## src/rtl/hwpe_dbg_monitor.sv

```systemverilog
// ---------------------------------------------------------------------------
// hwpe_dbg_monitor
//
// Debug / performance-monitor slave for an HWPE engine controller. It answers
// the debug address window of the peripheral port (already decoded upstream)
// and exposes:
//   word 0              CTRL   (write: bit0 clear counters, bit1 freeze level)
//   word 1              STATUS (frozen, live busy, overflow flags)
//   word 2              CYCLES (busy cycles)
//   words 3..2+NS       STALL[k] (cycles with valid=1 and ready=0 on stream k)
//   next N_PROBES words PROBE[j] (live probe word, or snapshot while frozen)
// Counters saturate and set a sticky overflow flag on the first lost count.
//
// Ports:
//   clk_i, rst_ni            clock, asynchronous active-low reset
//   clear_i                  synchronous soft clear from the controller slave
//   busy_i                   engine busy (FSM not idle)
//   strm_valid_i/ready_i     per-stream handshake, monitored for stalls
//   probe_i                  N_PROBES live 32-bit probe words
//   periph_*_i               request side of the peripheral port
//   periph_gnt_o             always granted
//   periph_r_*_o             registered response, one cycle after the request
// ---------------------------------------------------------------------------
module hwpe_dbg_monitor #(
    parameter int N_PROBES  = 6,
    parameter int N_STREAMS = 4,
    parameter int CNT_WIDTH = 32,
    parameter int ID_WIDTH  = 10
) (
    input  logic                      clk_i,
    input  logic                      rst_ni,
    input  logic                      clear_i,
    input  logic                      busy_i,
    input  logic [N_STREAMS-1:0]      strm_valid_i,
    input  logic [N_STREAMS-1:0]      strm_ready_i,
    input  logic [N_PROBES*32-1:0]    probe_i,
    input  logic                      periph_req_i,
    input  logic [31:0]               periph_add_i,
    input  logic                      periph_wen_i,
    input  logic [3:0]                periph_be_i,
    input  logic [31:0]               periph_data_i,
    input  logic [ID_WIDTH-1:0]       periph_id_i,
    output logic                      periph_gnt_o,
    output logic [31:0]               periph_r_data_o,
    output logic                      periph_r_valid_o,
    output logic [ID_WIDTH-1:0]       periph_r_id_o
);

    localparam int N_WORDS = 3 + N_STREAMS + N_PROBES;
    localparam int IDX_W   = $clog2(N_WORDS);
    localparam logic [CNT_WIDTH-1:0] CNT_MAX = '1;

    logic [CNT_WIDTH-1:0]                 cycles_q, cycles_d;
    logic                                 cyc_ovf_q, cyc_ovf_d;
    logic [N_STREAMS-1:0][CNT_WIDTH-1:0]  stall_q, stall_d;
    logic [N_STREAMS-1:0]                 stall_ovf_q, stall_ovf_d;
    logic                                 frozen_q, frozen_d;
    logic [N_PROBES-1:0][31:0]            snap_q, snap_d;
    logic                                 r_valid_q, r_valid_d;
    logic [31:0]                          r_data_q, r_data_d;
    logic [ID_WIDTH-1:0]                  r_id_q, r_id_d;

    logic [IDX_W-1:0] idx;
    logic             ctrl_wr;
    logic [31:0]      status_word;
    logic [31:0]      read_word;
    logic             unused_bits;

    // Upper address bits alias onto the window; only the word index matters.
    assign idx     = periph_add_i[2 +: IDX_W];
    assign ctrl_wr = periph_req_i && !periph_wen_i && (idx == '0) && periph_be_i[0];

    assign unused_bits = ^{periph_add_i, periph_be_i, periph_data_i};

    // Read mux, sampled in the request cycle so counters read pre-update.
    always_comb begin
        status_word                 = '0;
        status_word[0]              = frozen_q;
        status_word[1]              = busy_i;
        status_word[8]              = cyc_ovf_q;
        status_word[9 +: N_STREAMS] = stall_ovf_q;

        read_word = '0;
        if (idx == IDX_W'(1)) read_word = status_word;
        if (idx == IDX_W'(2)) read_word = 32'(cycles_q);
        for (int k = 0; k < N_STREAMS; k++) begin
            if (idx == IDX_W'(3 + k)) read_word = 32'(stall_q[k]);
        end
        for (int j = 0; j < N_PROBES; j++) begin
            if (idx == IDX_W'(3 + N_STREAMS + j)) begin
                read_word = frozen_q ? snap_q[j] : probe_i[j*32 +: 32];
            end
        end
    end

    // Counter, freeze and snapshot next-state. Priority, lowest to highest:
    // increment, CTRL clear, then soft clear which resets everything.
    always_comb begin
        cycles_d    = cycles_q;
        cyc_ovf_d   = cyc_ovf_q;
        stall_d     = stall_q;
        stall_ovf_d = stall_ovf_q;
        frozen_d    = frozen_q;
        snap_d      = snap_q;

        if (!frozen_q) begin
            if (busy_i) begin
                if (cycles_q == CNT_MAX) cyc_ovf_d = 1'b1;
                else                     cycles_d  = cycles_q + CNT_WIDTH'(1);
            end
            for (int k = 0; k < N_STREAMS; k++) begin
                if (strm_valid_i[k] && !strm_ready_i[k]) begin
                    if (stall_q[k] == CNT_MAX) stall_ovf_d[k] = 1'b1;
                    else                       stall_d[k]     = stall_q[k] + CNT_WIDTH'(1);
                end
            end
        end

        if (ctrl_wr && periph_data_i[0]) begin
            cycles_d    = '0;
            cyc_ovf_d   = 1'b0;
            stall_d     = '0;
            stall_ovf_d = '0;
        end

        // Snapshot only on the unfrozen-to-frozen transition.
        if (ctrl_wr) begin
            if (periph_data_i[1] && !frozen_q) snap_d = probe_i;
            frozen_d = periph_data_i[1];
        end

        if (clear_i) begin
            cycles_d    = '0;
            cyc_ovf_d   = 1'b0;
            stall_d     = '0;
            stall_ovf_d = '0;
            frozen_d    = 1'b0;
            snap_d      = '0;
        end
    end

    // Response path is left alone by clear_i so in-flight responses complete.
    always_comb begin
        r_valid_d = periph_req_i;
        r_id_d    = periph_req_i ? periph_id_i : '0;
        r_data_d  = (periph_req_i && periph_wen_i) ? read_word : '0;
    end

    always_ff @(posedge clk_i or negedge rst_ni) begin
        if (!rst_ni) begin
            cycles_q    <= '0;
            cyc_ovf_q   <= 1'b0;
            stall_q     <= '0;
            stall_ovf_q <= '0;
            frozen_q    <= 1'b0;
            snap_q      <= '0;
            r_valid_q   <= 1'b0;
            r_data_q    <= '0;
            r_id_q      <= '0;
        end else begin
            cycles_q    <= cycles_d;
            cyc_ovf_q   <= cyc_ovf_d;
            stall_q     <= stall_d;
            stall_ovf_q <= stall_ovf_d;
            frozen_q    <= frozen_d;
            snap_q      <= snap_d;
            r_valid_q   <= r_valid_d;
            r_data_q    <= r_data_d;
            r_id_q      <= r_id_d;
        end
    end

    assign periph_gnt_o     = 1'b1;
    assign periph_r_valid_o = r_valid_q;
    assign periph_r_data_o  = r_data_q;
    assign periph_r_id_o    = r_id_q;

endmodule

```

## config.mk

```make
export PLATFORM = sky130hd
export DESIGN_NAME = hwpe_dbg_monitor
export DESIGN_NICKNAME = d
export VERILOG_FILES = /design/src/rtl/hwpe_dbg_monitor.sv
export SDC_FILE = /design/constraint.sdc
export NUM_CORES = 1
export LEC_CHECK = 0
export ABC_AREA = 1
export BUFFER_PORTS_ARGS = -buffer_cell sky130_fd_sc_hd__buf_2
export CAP_MARGIN = 20
export CORE_ASPECT_RATIO = 1.2
export CORE_MARGIN = 2
export CORE_UTILIZATION = 52
export CTS_BUF_LIST = sky130_fd_sc_hd__clkbuf_8 sky130_fd_sc_hd__clkbuf_16
export DETAILED_ROUTE_END_ITERATION = 10
export GPL_ROUTABILITY_DRIVEN = 0
export PLACE_DENSITY = 0.73
export SLEW_MARGIN = 15
export SYNTH_ARGS = -nofsm -noshare
export SYNTH_HDL_FRONTEND = slang
export SYNTH_SLANG_ARGS = --single-unit
```

## constraint.sdc

```tcl
create_clock -name clk_i -period 2.4 [get_ports clk_i]
set_input_delay 0.24 -clock clk_i [delete_from_list [all_inputs] [get_ports clk_i]]
set_output_delay 0.24 -clock clk_i [all_outputs]
set_load 0.01 [all_outputs]
```

* Word level (Yosys, flattened, before mapping)
Index checks and enable logic that the tools add are counted.
Operators by class: $add $sub $neg 5, equality and inequality tests 23, muxes and demuxes 57, reduce and logical (&&, ||, !) cells 40
Operators by type and width (number):
- 32-bit two-way mux | 31
- 192-bit two-way mux | 3
- 128-bit two-way mux | 3
- 32-bit by 1-bit adder with 32-bit output, second input constant | 5
- 32-bit == test, second input constant | 5
- 3-bit AND reduction | 10
- 3-bit nonzero test | 10
- 4-bit == test, second input constant | 5
- 3-bit by 2-bit inequality test with 1-bit output, second input constant | 6
- 4-bit by 3-bit == test with 1-bit output, second input constant | 4
- 1-bit two-way mux | 15
- 13-bit two-way mux | 1
- 4-bit two-way mux | 3
- 1-bit logical AND | 10
- 10-bit two-way mux | 1
- 4-bit by 2-bit == test with 1-bit output, second input constant | 2
- 1-bit zero test | 6
- 4-bit by 1-bit == test with 1-bit output, second input constant | 1
- 4-bit zero test | 1
- 2-bit nonzero test | 2
- 2-bit AND reduction | 1
Word-level totals: flip-flop bits (word level) 401, input port bits 284, output and inout bits 44

* Depth between registers and ports, before layout
depth after elaboration 14, mapped depth 14

* Worst setup path before layout
OpenSTA, ideal clock, no wires.
path type register to register, from reg cycles_q[0], to reg cycles_q[24], library setup time 117 ps, data arrival time 1845 ps, slack 438 ps, stages on the path, launching flop included 15, path buffers 2, period minus slack after synthesis 1962 ps, cell sequence dfrtp_1 ha_1 nand2_2 nor2_2 nand2_2 nor2_4 nand2_2 nor4_4 nand2_2 nand2_2 nand2_2 buf_6 buf_6 nand2_1 nand2_1
On the way: cells in the longest elaborated chain, start to end 6, elaborated cells between the ends (all ways) 9
Ends and longest elaborated chain:
- start, declared | RTL line 53 | logic [CNT_WIDTH-1:0] cycles_q, cycles_d;
- start signal, assigned | RTL line 161 | cycles_q <= cycles_d;
- 32-bit by 1-bit adder with 32-bit output | RTL line 109 | else cycles_d = cycles_q + CNT_WIDTH'(1);
- 32-bit two-way mux | RTL line 108 | if (cycles_q == CNT_MAX) cyc_ovf_d = 1'b1;
- 32-bit two-way mux | RTL line 107 | if (busy_i) begin
- 32-bit two-way mux | RTL line 106 | if (!frozen_q) begin
- 32-bit two-way mux | RTL line 119 | if (ctrl_wr && periph_data_i[0]) begin
- 32-bit two-way mux | RTL line 132 | if (clear_i) begin
Parallel ways exist; a longest one is shown, timed or not. The select of a mux whose other input is x is not followed. A chain may end at the register's enable or synchronous reset.

* Worst setup path after layout
from reg frozen_q, to reg r_data_q[28], in the netlist periph_r_data_o[28]
On the way: cells in the longest elaborated chain, start to end 8, elaborated cells between the ends (all ways) 13
Ends and longest elaborated chain:
- start, declared | RTL line 57 | logic frozen_q, frozen_d;
- start signal, assigned | RTL line 165 | frozen_q <= frozen_d;
- 32-bit two-way mux | RTL line 91 | read_word = frozen_q ? snap_q[j] : probe_i[j*32 +: 32];
- 32-bit two-way mux (5 in a row) | RTL line 90 | if (idx == IDX_W'(3 + N_STREAMS + j)) begin
- 32-bit two-way mux * | RTL line 90
- 32-bit two-way mux * | RTL line 146 | r_data_d = (periph_req_i && periph_wen_i) ? read_word : '0;
- net r_data_d[28] | RTL line 60 | logic [31:0] r_data_q, r_data_d;
- end signal, assigned | RTL line 168 | r_data_q <= r_data_d;
- end, declared | RTL line 60
Mark *: on every way through the listed nets, which the timed path passes. The rest lies on a longest branch.

==> summary.txt <==
Timing
  • Fmax: ~440 MHz
  • RSZ-0062 raised after global routing: no
  • Rel. slew slack: roughly two fifths
  • Period Utilization, post-route: a little over nine tenths
  • Max-slew violations: 0
  • Worst-Margin Slew: between 800 and 900 ps
  • Endpoints failing hold: 0
  • Setup_tns: 0 ps
  • Layout Skew: about 29 ps
  • Final setup vio count: 0
  • Tmin final: around 2300 ps

Outcome
  • Status: complete, no violations

Detailed routing
  • Final ANT Viol Nets: 0
  • Vias per cell: 5.81
  • Residual DRC count: 0
  • Drt wl/cell: about 20 microns
  • Pre-antenna DRT Iters: 6
  • Vias post-DR: roughly 27000
  • DRT iter0 DRCs: between 2000 and 3000
  • Detailed Route WL: approximately 90000 microns

CTS
  • Post-CTS Setup Repair Bufs: 0
  • Clock Pin Slew Worst Setup and Hold Paths: roughly 60 ps
  • CTS Buffer Depth: 3
  • Clk sinks: 401
  • Clk root buf: clkbuf_16
  • H-tree depth reported by CTS: 2
  • CTS tree: yes
  • Latest clock arrival within the worst-skew pair: between 600 and 700 ps
  • CTS buffer count: between 40 and 50

Final layout
  • Share of layout cells above drive strength 1: 12.5%
  • Final nets: approximately 4200
  • Most common cell after layout, fill and taps aside: nand2_1
  • Synthesis-to-finish area growth: 24.1%
  • Most frequent cells in the layout: nand2_1, inv_1, dfrtp_1, nand3_1, buf_2

Yosys
  • YS warnings: 0
  • Syn_area_per_cell: between 7 and 8 sq um
  • Seq/Total Area, Yosys: 40.7%
  • Ranking of synthesized cells by area: dfrtp_1, nand2_1, inv_1
  • Synth Register Bits: approximately 400
  • Mapped Area: between 20000 and 25000 sq um
  • Synth top area share: 40.7%
  • Post-synth net total: between 3000 and 4000
  • Ys async rst share: between 90% and 100%
  • Synth Instances: between 3000 and 4000
  • Cell variety after synth: 43
  • EDFF count, synth: 0
  • Largest area contributor in the netlist: dfrtp_1
  • Top FF cell, synth: dfrtp_1

Setup path
  • Crit Path Category: flop to flop
  • Critical path launch point type: flop
  • Crit-path max FO: 106
  • Critical Path End Type: flop
  • Worst path required time: roughly 2900 ps
  • Data arrival, critical path: roughly 2700 ps

Floorplan
  • Core footprint: 46900 sq um
  • Initial Util: between 50 and 60%
  • Die span in x: 203 microns
  • Die height: around 240 microns
  • Die area: a little under 50000 sq um
  • I/O Pins: 328
  • Site Rows: just under 90

Global routing
  • Total GRT Usage: a little over a third
  • Global-route wire length before repair: between 100000 and 150000 microns
  • Total grt overflow: 0
  • Largest net degree at the start of global routing: roughly 110
  • Antenna violations before repair: 2
  • Vias in the first global route: between 20000 and 30000

Power
  • Worst vdd ir: slightly below 0.6 mV
  • Pwr dens: around 520 nW/um^2
  • Leakage: 13.6 nW
  • Tot Pwr: about 16 mW

Worst hold path
  • Hold WC Path Type: input port to flop

Flow run
  • Number of max-cap violations: 0

Place
  • Post-DP HPWL: between 60000 and 70000 microns
  • IO Port Bufs: around 270
-- path summary, 6_finish.rpt --
check                                                start                            end  slack (ps)  cells past startpoint
worst max-delay path                  frozen_q$_DFFE_PN0P_  periph_r_data_o[28]$_DFF_PN0_         140                      7
worst min-delay path                      periph_data_i[1]           frozen_q$_DFFE_PN0P_          40                      3
worst max register to register        frozen_q$_DFFE_PN0P_  periph_r_data_o[28]$_DFF_PN0_         140                      7
worst min register to register  stall_ovf_q[1]$_DFFE_PN0P_     stall_ovf_q[1]$_DFFE_PN0P_         500                      2
max in group asynchronous                           rst_ni         snap_q[59]$_DFFE_PN0P_        1370                      3
min in group asynchronous                           rst_ni       stall_q[111]$_DFFE_PN0P_         180                      2
-- cell type report --
class	count	area, sq um
Inverter	446	1680
Antenna cell	2	5.00
Sequential cell	401	10000
Multi-Input combinational cell	2460	12000
Fill cell	3942	16300
Clock inverter	17	106
Clock buffer	60	1330
Tap cell	623	779
Timing Repair Buffer	584	4620
-- critical path, cell delays in order (launching register included) --
cell      delay [ps]
dfrtp_4          640
buf_12           390
buf_4            340
nand2_1           90
o211ai_1         130
nand4_1          190
nor2_1           180
nor2_1            60
-- sequential cells by signal (all words and copies together) (netlist names) --
name and cells:
periph_r_id_o 10, periph_r_data_o 32, cycles_q 32, stall_q 128, snap_q 192, frozen_q 1, periph_r_valid_o 1, cyc_ovf_q 1
stall_ovf_q 4
-- metal layers --
metal  track usage (%)  wire length [microns]
met1              45.2                  33500
met2              59.2                  42200
met3              5.66                   7860
met4              23.1                   6510
met5                 0                      0
-- report_power, final --
group,switching (mW),leakage [nW],internal [mW]
Combinational,1.24,7.37,0.771
Sequential,0.108,5.43,7.01
Clock,2.98,0.750,3.88
-- kinds of logic (layout without fill, tap and decap cells) --
group	count (synthesis)	in the layout	share of synthesized area, %
buffers and inverters	654	1107	10.7
AND/OR/NAND/NOR	1729	1729	30.6
flip-flops	401	401	40.7
XOR/XNOR	90	90	3.20
AO/OA/AOI/OAI	635	635	14.5
other	1	3	0.0152
adder cells (fa/ha/maj)	5	5	0.254
-- cells in the mapped netlist, types with 2 or more instances --
| cell type | number |
|---|---|
| a21o_1 | 3 |
| o21ai_1 | 166 |
| o21ai_0 | 192 |
| buf_4 | 22 |
| nor2_2 | 4 |
| nand2_2 | 8 |
| buf_6 | 6 |
| xnor2_1 | 16 |
| a31oi_1 | 14 |
| nand3_1 | 296 |
| nand2_1 | 861 |
| nor3b_1 | 15 |
| nand3b_1 | 3 |
| o21a_1 | 4 |
| dfrtp_1 | 401 |
| xor2_1 | 74 |
| inv_2 | 6 |
| o22ai_1 | 65 |
| nor3_1 | 166 |
| nor2_1 | 256 |
| buf_2 | 39 |
| buf_1 | 15 |
| ha_1 | 5 |
| a21oi_1 | 83 |
| o211ai_1 | 105 |
| clkbuf_1 | 126 |
| nor4_1 | 11 |
| nand3_2 | 3 |
| nor2_4 | 4 |
| inv_1 | 439 |
| or2_2 | 5 |
| o2111ai_1 | 2 |
| nand4_1 | 90 |
-- through the flow --
step | worst slack (ps) | util (%) | std cells | hold slack, ps | instance area [sq um]
floorplan | 438 | - | 3515 | -55.6 | 24600
global placement | 195 | 57.7 | 4310 | 205 | 27100
detailed placement | 88.5 | 57.7 | 4310 | 207 | 27100
CTS | 176 | 65.1 | 4591 | 17.8 | 30600
global route | 21.4 | 65.2 | 4592 | 38.2 | 30600
finish | 144 | 65.2 | 4593 | 43.0 | 30600
-- what timing repair did --
item	in CTS	in global routing
endpoints found under the hold margin	292	0
resized for setup	0	2
hold buffers	204	0
setup endpoints to repair	0	51
No activity file was read; power rests on OpenSTA's default activity.
